**config.mk**
```make
export PLATFORM = sky130hd
export DESIGN_NAME = control_v2
export DESIGN_NICKNAME = d
export VERILOG_FILES = /design/src/rtl/control_v2.sv
export SDC_FILE = /design/constraint.sdc
export NUM_CORES = 1
export LEC_CHECK = 0
export ABC_AREA = 1
export CORE_MARGIN = 4
export CORE_UTILIZATION = 48
export DETAILED_ROUTE_END_ITERATION = 8
export PLACE_DENSITY = 0.8
export SYNTH_ARGS = -nofsm -noshare
export SYNTH_HDL_FRONTEND = slang
export SYNTH_SLANG_ARGS = --single-unit
```
**constraint.sdc**
```tcl
create_clock -name clk -period 1.79 [get_ports clk]
set_input_delay 0.358 -clock clk [delete_from_list [all_inputs] [get_ports clk]]
set_output_delay 0.358 -clock clk [all_outputs]
set_load 0.01 [all_outputs]
```
**src/rtl/control_v2.sv**
```systemverilog
// Second-generation control unit for the accumulator processor.
// Falling-edge state machine with memory handshake, operand wait, HALT/resume and sticky illegal-opcode flag.
module control_v2 #(
    parameter int OPC_W           = 8,
    parameter int MEM_WAIT        = 1,
    parameter int HALT_ON_ILLEGAL = 0
) (
    input  logic             clk,
    input  logic             reset,
    input  logic [OPC_W-1:0] opcode,
    input  logic             nflg,
    input  logic             zflg,
    input  logic             cflg,
    input  logic             mem_ready,
    input  logic             run,
    output logic             load_ac,
    output logic             load_iru,
    output logic             load_irl,
    output logic             load_pc,
    output logic             inc_pc,
    output logic             fetch,
    output logic             store_mem,
    output logic             halted,
    output logic             illegal,
    output logic [4:0]       State
);

    typedef enum logic [4:0] {
        START     = 5'd0,
        PREPU     = 5'd1,
        FETCHU    = 5'd2,
        FETCHL    = 5'd3,
        EXECNOP   = 5'd4,
        EXECCLR   = 5'd5,
        EXECCL2   = 5'd6,
        EXECWAIT  = 5'd7,
        EXECCL31  = 5'd8,
        EXECSTORE = 5'd9,
        JUMP      = 5'd10,
        JNEG      = 5'd11,
        JPOSZ     = 5'd12,
        JZERO     = 5'd13,
        JNZER     = 5'd14,
        JCARRY    = 5'd15,
        JNCARRY   = 5'd16,
        HALT      = 5'd17,
        ILLEGAL   = 5'd18
    } state_t;

    localparam logic [3:0] WAIT_LAST = 4'(MEM_WAIT - 1);

    state_t     state;
    state_t     next_state;
    logic [3:0] wait_cnt;
    logic       illegal_q;
    logic       upper_zero;
    logic [7:0] opc_lo;

    assign opc_lo = opcode[7:0];

    // Opcodes wider than a byte are only valid when the extra bits are clear.
    generate
        if (OPC_W > 8) begin : g_upper
            assign upper_zero = ~|opcode[OPC_W-1:8];
        end else begin : g_no_upper
            assign upper_zero = 1'b1;
        end
    endgenerate

    always_ff @(negedge clk or negedge reset) begin
        if (!reset) begin
            state     <= START;
            wait_cnt  <= 4'd0;
            illegal_q <= 1'b0;
        end else begin
            state <= next_state;
            if (state == EXECWAIT) begin
                wait_cnt <= wait_cnt + 4'd1;
            end else begin
                wait_cnt <= 4'd0;
            end
            if (state == ILLEGAL) begin
                illegal_q <= 1'b1;
            end
        end
    end

    always_comb begin
        next_state = state;
        load_ac    = 1'b0;
        load_iru   = 1'b0;
        load_irl   = 1'b0;
        load_pc    = 1'b0;
        inc_pc     = 1'b0;
        fetch      = 1'b0;
        store_mem  = 1'b0;
        halted     = 1'b0;
        case (state)
            START: next_state = PREPU;
            PREPU: begin
                fetch      = 1'b1;
                next_state = FETCHU;
            end
            FETCHU: begin
                fetch = 1'b1;
                if (mem_ready) begin
                    load_iru = 1'b1;
                    inc_pc   = 1'b1;
                    if (opcode == OPC_W'(8'h00)) begin
                        next_state = EXECNOP;
                    end else if (opcode == OPC_W'(8'h04)) begin
                        next_state = EXECCLR;
                    end else if (opcode == OPC_W'(8'h1F)) begin
                        next_state = HALT;
                    end else begin
                        next_state = FETCHL;
                    end
                end
            end
            FETCHL: begin
                fetch = 1'b1;
                if (mem_ready) begin
                    load_irl = 1'b1;
                    inc_pc   = 1'b1;
                    case (opc_lo)
                        8'h02, 8'h06, 8'h08, 8'h0E, 8'h0F:
                            next_state = EXECCL2;
                        8'h01, 8'h05, 8'h07, 8'h09, 8'h0A, 8'h0B, 8'h0C, 8'h0D:
                            next_state = EXECWAIT;
                        8'h03:   next_state = EXECSTORE;
                        8'h10:   next_state = JUMP;
                        8'h11:   next_state = JNEG;
                        8'h12:   next_state = JPOSZ;
                        8'h13:   next_state = JZERO;
                        8'h14:   next_state = JNZER;
                        8'h15:   next_state = JCARRY;
                        8'h16:   next_state = JNCARRY;
                        default: next_state = ILLEGAL;
                    endcase
                    if (!upper_zero) begin
                        next_state = ILLEGAL;
                    end
                end
            end
            EXECNOP: next_state = PREPU;
            EXECCLR, EXECCL2: begin
                load_ac    = 1'b1;
                next_state = PREPU;
            end
            EXECWAIT: begin
                if (wait_cnt == WAIT_LAST) begin
                    next_state = EXECCL31;
                end
            end
            EXECCL31: begin
                if (mem_ready) begin
                    load_ac    = 1'b1;
                    next_state = PREPU;
                end
            end
            EXECSTORE: begin
                store_mem = 1'b1;
                if (mem_ready) begin
                    next_state = PREPU;
                end
            end
            JUMP: begin
                load_pc    = 1'b1;
                next_state = PREPU;
            end
            JNEG: begin
                load_pc    = nflg;
                next_state = PREPU;
            end
            JPOSZ: begin
                load_pc    = zflg | ~nflg;
                next_state = PREPU;
            end
            JZERO: begin
                load_pc    = zflg;
                next_state = PREPU;
            end
            JNZER: begin
                load_pc    = ~zflg;
                next_state = PREPU;
            end
            JCARRY: begin
                load_pc    = cflg;
                next_state = PREPU;
            end
            JNCARRY: begin
                load_pc    = ~cflg;
                next_state = PREPU;
            end
            HALT: begin
                halted = 1'b1;
                if (run) begin
                    next_state = PREPU;
                end
            end
            ILLEGAL: begin
                next_state = (HALT_ON_ILLEGAL != 0) ? HALT : PREPU;
            end
            default: next_state = START;
        endcase
    end

    assign illegal = illegal_q;
    assign State   = state;

endmodule

```
==> results.toml, run 1 <==
[synthesis]
synth.mux.area_fraction_pct = 0
synthesis.nets = 187
synth-compound-area-share_pct = 9.32
synth.lib_cells_used.distinct = 29
post_synth_inst_count = 164
main_combinational_cell_family_by_area_after_synthesis = "simple AND/OR/NAND/NOR gates"
synth_xor_area_share_pct = 1.67
number_of_synthesis_warnings = 0
post_synth.cell_area_avg_sq_um = 6.39
synth-seq-area-share_pct = 23.9
post_synth_and_or_nand_nor_area_fraction_pct = 44.7
synth-adder-area-share_pct = 9.56
yosys_register_bits = 10
mappedNetlistArea_sq_um = 1050

[clocking]
cts_hold_repair.buffers = 0
post_cts_setup_bufs = 19
cts_root_buffer = "clkbuf_4"
clkSinkCount = 10
cts_htree_levels = 1
cts_buf_count = 3
postCtsResizedCells = 137
clockBufferDepth = 2

[status]
flow.stopped_at = "clock tree synthesis"
run_status = "aborted with a tool error"
flow.first_error = "[ERROR DPL-0038] Utilization greater than 100%, impossible to legalize"

[placement]
estimated_wirelength_of_the_detail_placed_design_um = 3290
dpl_cell_area_sq_um = 1850
io_buffer_count = 28
routabilityCongestion = 0.855

[floorplan]
placement_rows = 16
initial_core_utilization_pct = 51.8
floorplan.die.height_um = 54.7
ios = 29
die-width_um = 54.7
-- stage by stage --
| step | setup WS [ns] | cells | utilization, % |
|---|---|---|---|
| 3_3_place_gp | -1.06 | 257 | 91.6 |
| 2_1_floorplan | -0.582 | 164 | - |
| 3_5_place_dp | -1.19 | 257 | 91.6 |
-- logic make-up after synthesis --
kind of cell               count (synthesis)
AOI/OAI and AO/OA                         15
xor gates and xnor gates                   2
adders and majority gates                  8
buffers and inverters                     30
DFF                                       10
and+or+nand+nor                           99
-- Yosys cell counts --
master | n | area [sq um]
a21oi_1 | 2 | 10.0
nor2_1 | 21 | 78.8
nand2_2 | 3 | 18.8
o21ai_2 | 1 | 8.76
nand3_1 | 20 | 100
xor2_1 | 1 | 8.76
xnor2_1 | 1 | 8.76
o2111ai_1 | 1 | 8.76
inv_1 | 26 | 97.6
nor3b_1 | 1 | 7.51
o22ai_1 | 1 | 6.26
nor3_1 | 1 | 5.00
o21ai_0 | 4 | 20.0
nand2_4 | 1 | 11.3
ha_1 | 8 | 100
nand2_1 | 41 | 154
nor2_4 | 2 | 22.5
nor3_4 | 1 | 16.3
a21o_1 | 1 | 7.51
a31oi_1 | 1 | 6.26
nor3_2 | 1 | 10.0
o21bai_1 | 1 | 7.51
nand4_1 | 4 | 25.0
nor2_2 | 3 | 18.8
o21a_1 | 1 | 7.51
o211ai_1 | 2 | 15.0
dfrtn_1 | 10 | 250
buf_2 | 1 | 5.00
inv_2 | 3 | 11.3
==> run 2, diff against run 1 <==
Settings changed: CORE_AREA set to 4 4 65 67, CORE_MARGIN 4 to not set, CORE_UTILIZATION 48 to not set, DIE_AREA set to 0 0 69 71, PLACE_DENSITY 0.8 to not set, PLACE_DENSITY_LB_ADDON set to 0.15.
==> results.toml, run 2 <==
[floorplan]
initial_core_utilization_pct = 28.8
die-area_sq_um = 4900
ios = 29
die-width_um = 69
floorplan.die.height_um = 71
placement_rows = 22
core-area_sq_um = 3630

[pwr]
switching_power_w = 0.00103
power.total_w = 0.00244
pwr-share-clk_pct = 9.3
ir_drop_mv = 0.404
share_seq_of_total_power_pct = 14.3
power_leakage_nw = 1.13
share_comb_of_total_power_pct = 76.4
swShare_pct = 42.1
internal_power_w = 0.00141
power.density_nw_per_um2 = 1040

[placement]
io_buffer_count = 28
estimated_wirelength_of_the_detail_placed_design_um = 2750
routabilityCongestion = 0.840

[synthesis]
yosys.cell_count.top_type = "nand2_1"
synth.top_cell.area_share_pct = 23.9
synth-adder-area-share_pct = 9.56
post_synth_and_or_nand_nor_area_fraction_pct = 44.7
synth_largest_area_cell = "dfrtn_1"
synth-seq-area-share_pct = 23.9
synth-edff-count = 0
main_combinational_cell_family_by_area_after_synthesis = "simple AND/OR/NAND/NOR gates"
number_of_synthesis_warnings = 0
synth-main-ff-cell = "dfrtn_1"
synth_top_cells_by_count = "nand2_1, inv_1, nor2_1"
post_synth_inst_count = 164
yosys_register_bits = 10
async_flop_share_pct = 100
synth.mux.area_fraction_pct = 0
synth_xor_area_share_pct = 1.67
synth.lib_cells_used.distinct = 29
synthesis.nets = 187
synth-compound-area-share_pct = 9.32
mappedNetlistArea_sq_um = 1050
post_synth.cell_area_avg_sq_um = 6.39
netlist_top_cells_area = "dfrtn_1, nand2_1, ha_1"

[route]
drt_drc_violations_left = 0
num_vias = 1445
drt-total-wl_um = 3880
final_antenna_net_count = 0
drt_pass1_iterations = 4
routed_wire_length_per_instance_um = 12.6
dr.first_iter.drc_count = 37
detail_route.vias_per_cell = 4.68

[grt]
grt_pass1_vias = 1482
globalRoute.totalOverflow = 0
grt_max_degree = 7
grt_antenna_before_repair = 0
globalRouteTotalUtil_pct = 15.2
grt_first_pass_wirelength_um = 6320

[critical_path]
cpMaxStageDelayCell = "dfrtn_1"
cp_max_fo = 6
ff2ff_setup_slack_ns = 0.10
critPathRequiredTime_ns = 1.43
crit_path_start_kind = "flop"
worst-endpoint-arrival_ns = 2.43
cp-end-kind = "output port"
crit_path_max_incr_delay_ns = 0.49
setup.worst_path.class = "flop to output port"
crit_chain = "inv_2, nor2_4, buf_4, buf_6, nand2_4, o21ai_2, buf_2"

[timing]
fin_ws_ns = -0.999
finalHoldViolCount = 0
final.setup_skew_ns = 0.00136
slew_violations = 0
worst_relative_slew_slack_pct = 76.6
finalSetupViolCount = 19
finalHoldWorstSlack_ns = 0.407
tightest_slew_ns = 0.350
unrepaired_setup_endpoints_after_global_routing = "yes"

[clocking]
clock_pin_slew_worst_setup_and_hold_paths_ns = 0.04
clockBufferDepth = 2
tritoncts = "yes"
cts_root_buffer = "clkbuf_8"
cts_hold_repair.buffers = 0
cts_htree_levels = 1
clock_latency_ns = 0.25
clkSinkCount = 10
cts_buf_count = 3

[cells_and_area]
most-common-layout-cells = "buf_4, nand2_1, buf_6, nand3_1"
drive_gt1_share_pct = 63.6
largest_reg_flops = 5
area_growth_pct = 123
finalNetCount = 286
antenna_cells = 0
mostFrequentLayoutCell = "buf_4"

[status]
violations = "setup timing"
run_status = "finished with violations"

[job]
maxCapViolCount = 0

[min_path]
hold_class = "flop to flop"
-- run 2: cell counts after synthesis --
No cell type changed its count.
-- run 2: what timing repair did --
item / 4_1_cts / 5_1_grt
setup buffers: 17 / 11
endpoints found under the setup margin: 19 / 19
gates cloned: 1 / 0
pin swaps: 27 / 24
resized for setup: 134 / 45
endpoints found under the hold margin: 0 / 0
-- run 2: cell type report --
| class | instances | area [sq um] |
|---|---|---|
| inverter | 29 | 181 |
| timing repair inverter | 1 | 7.51 |
| tap | 48 | 60.1 |
| timing repair buffer | 94 | 841 |
| clock buffer | 3 | 41.3 |
| fill | 332 | 1300 |
| sequential | 10 | 250 |
| multi-input combinational | 124 | 956 |
-- run 2: kinds of logic (layout without fill, tap and decap cells) --
group,Yosys count,count (layout)
simple gates,99,99
buf+inv,30,127
compound gates,15,15
flops,10,10
fa+ha+maj,8,8
xor+xnor,2,2
-- run 2: per-layer routing --
| layer | routed length (um) | up-vias | GRT usage [%] |
|---|---|---|---|
| li1 | - | 725 | - |
| met1 | 1610 | 658 | 17.7 |
| met2 | 1990 | 48 | 27.8 |
| met3 | 163 | 14 | 1.70 |
| met4 | 121 | 0 | 7.38 |
| met5 | 0 | - | 0 |
-- run 2: final timing paths --
| check | to | depth (start not counted) | from |
|---|---|---|---|
| max | load_ac | 7 | State[3] |
| min | wait_cnt[0] | 1 | wait_cnt[0] |
| max reg2reg | State[0] | 10 | State[3] |
| min reg2reg | wait_cnt[0] | 1 | wait_cnt[0] |
| max in group asynchronous | State[4] | 2 | reset |
| min in group asynchronous | wait_cnt[1] | 2 | reset |
-- run 2: power by group through the flow --
stage | clock network [W] | registers (W) | logic (W)
2_1_floorplan | 0 | 0.000382 | 0.000573
3_3_place_gp | 0 | 0.000354 | 0.00131
3_5_place_dp | 0 | 0.000354 | 0.00132
4_1_cts | 0.000235 | 0.000342 | 0.00162
5_1_grt | 0.000244 | 0.000355 | 0.00199
6_report | 0.000227 | 0.000349 | 0.00186
-- run 2: critical path, delay by kind of cell (launching register included) --
| family | cells | cell delay (ns) |
|---|---|---|
| flip-flops | 1 | 0.49 |
| buffers and inverters | 4 | 0.45 |
| AND/OR/NAND/NOR | 2 | 0.23 |
| AO/OA/AOI/OAI | 1 | 0.10 |
-- run 2: stage by stage --
stage | cell area (sq um) | cells | setup WS (ns) | TNS [ns] | util [%]
floorplan | 1250 | 164 | -0.582 | -4.75 | -
global placement | 1920 | 283 | -1.06 | -16.26 | 52.7
detailed placement | 1920 | 283 | -1.09 | -16.35 | 52.7
CTS | 2210 | 303 | -0.954 | -10.95 | 60.7
global route | 2340 | 309 | -1.07 | -11.93 | 64.3
finish | 2340 | 309 | -0.999 | -11.06 | 64.3
(Power assumes the default switching activity.)
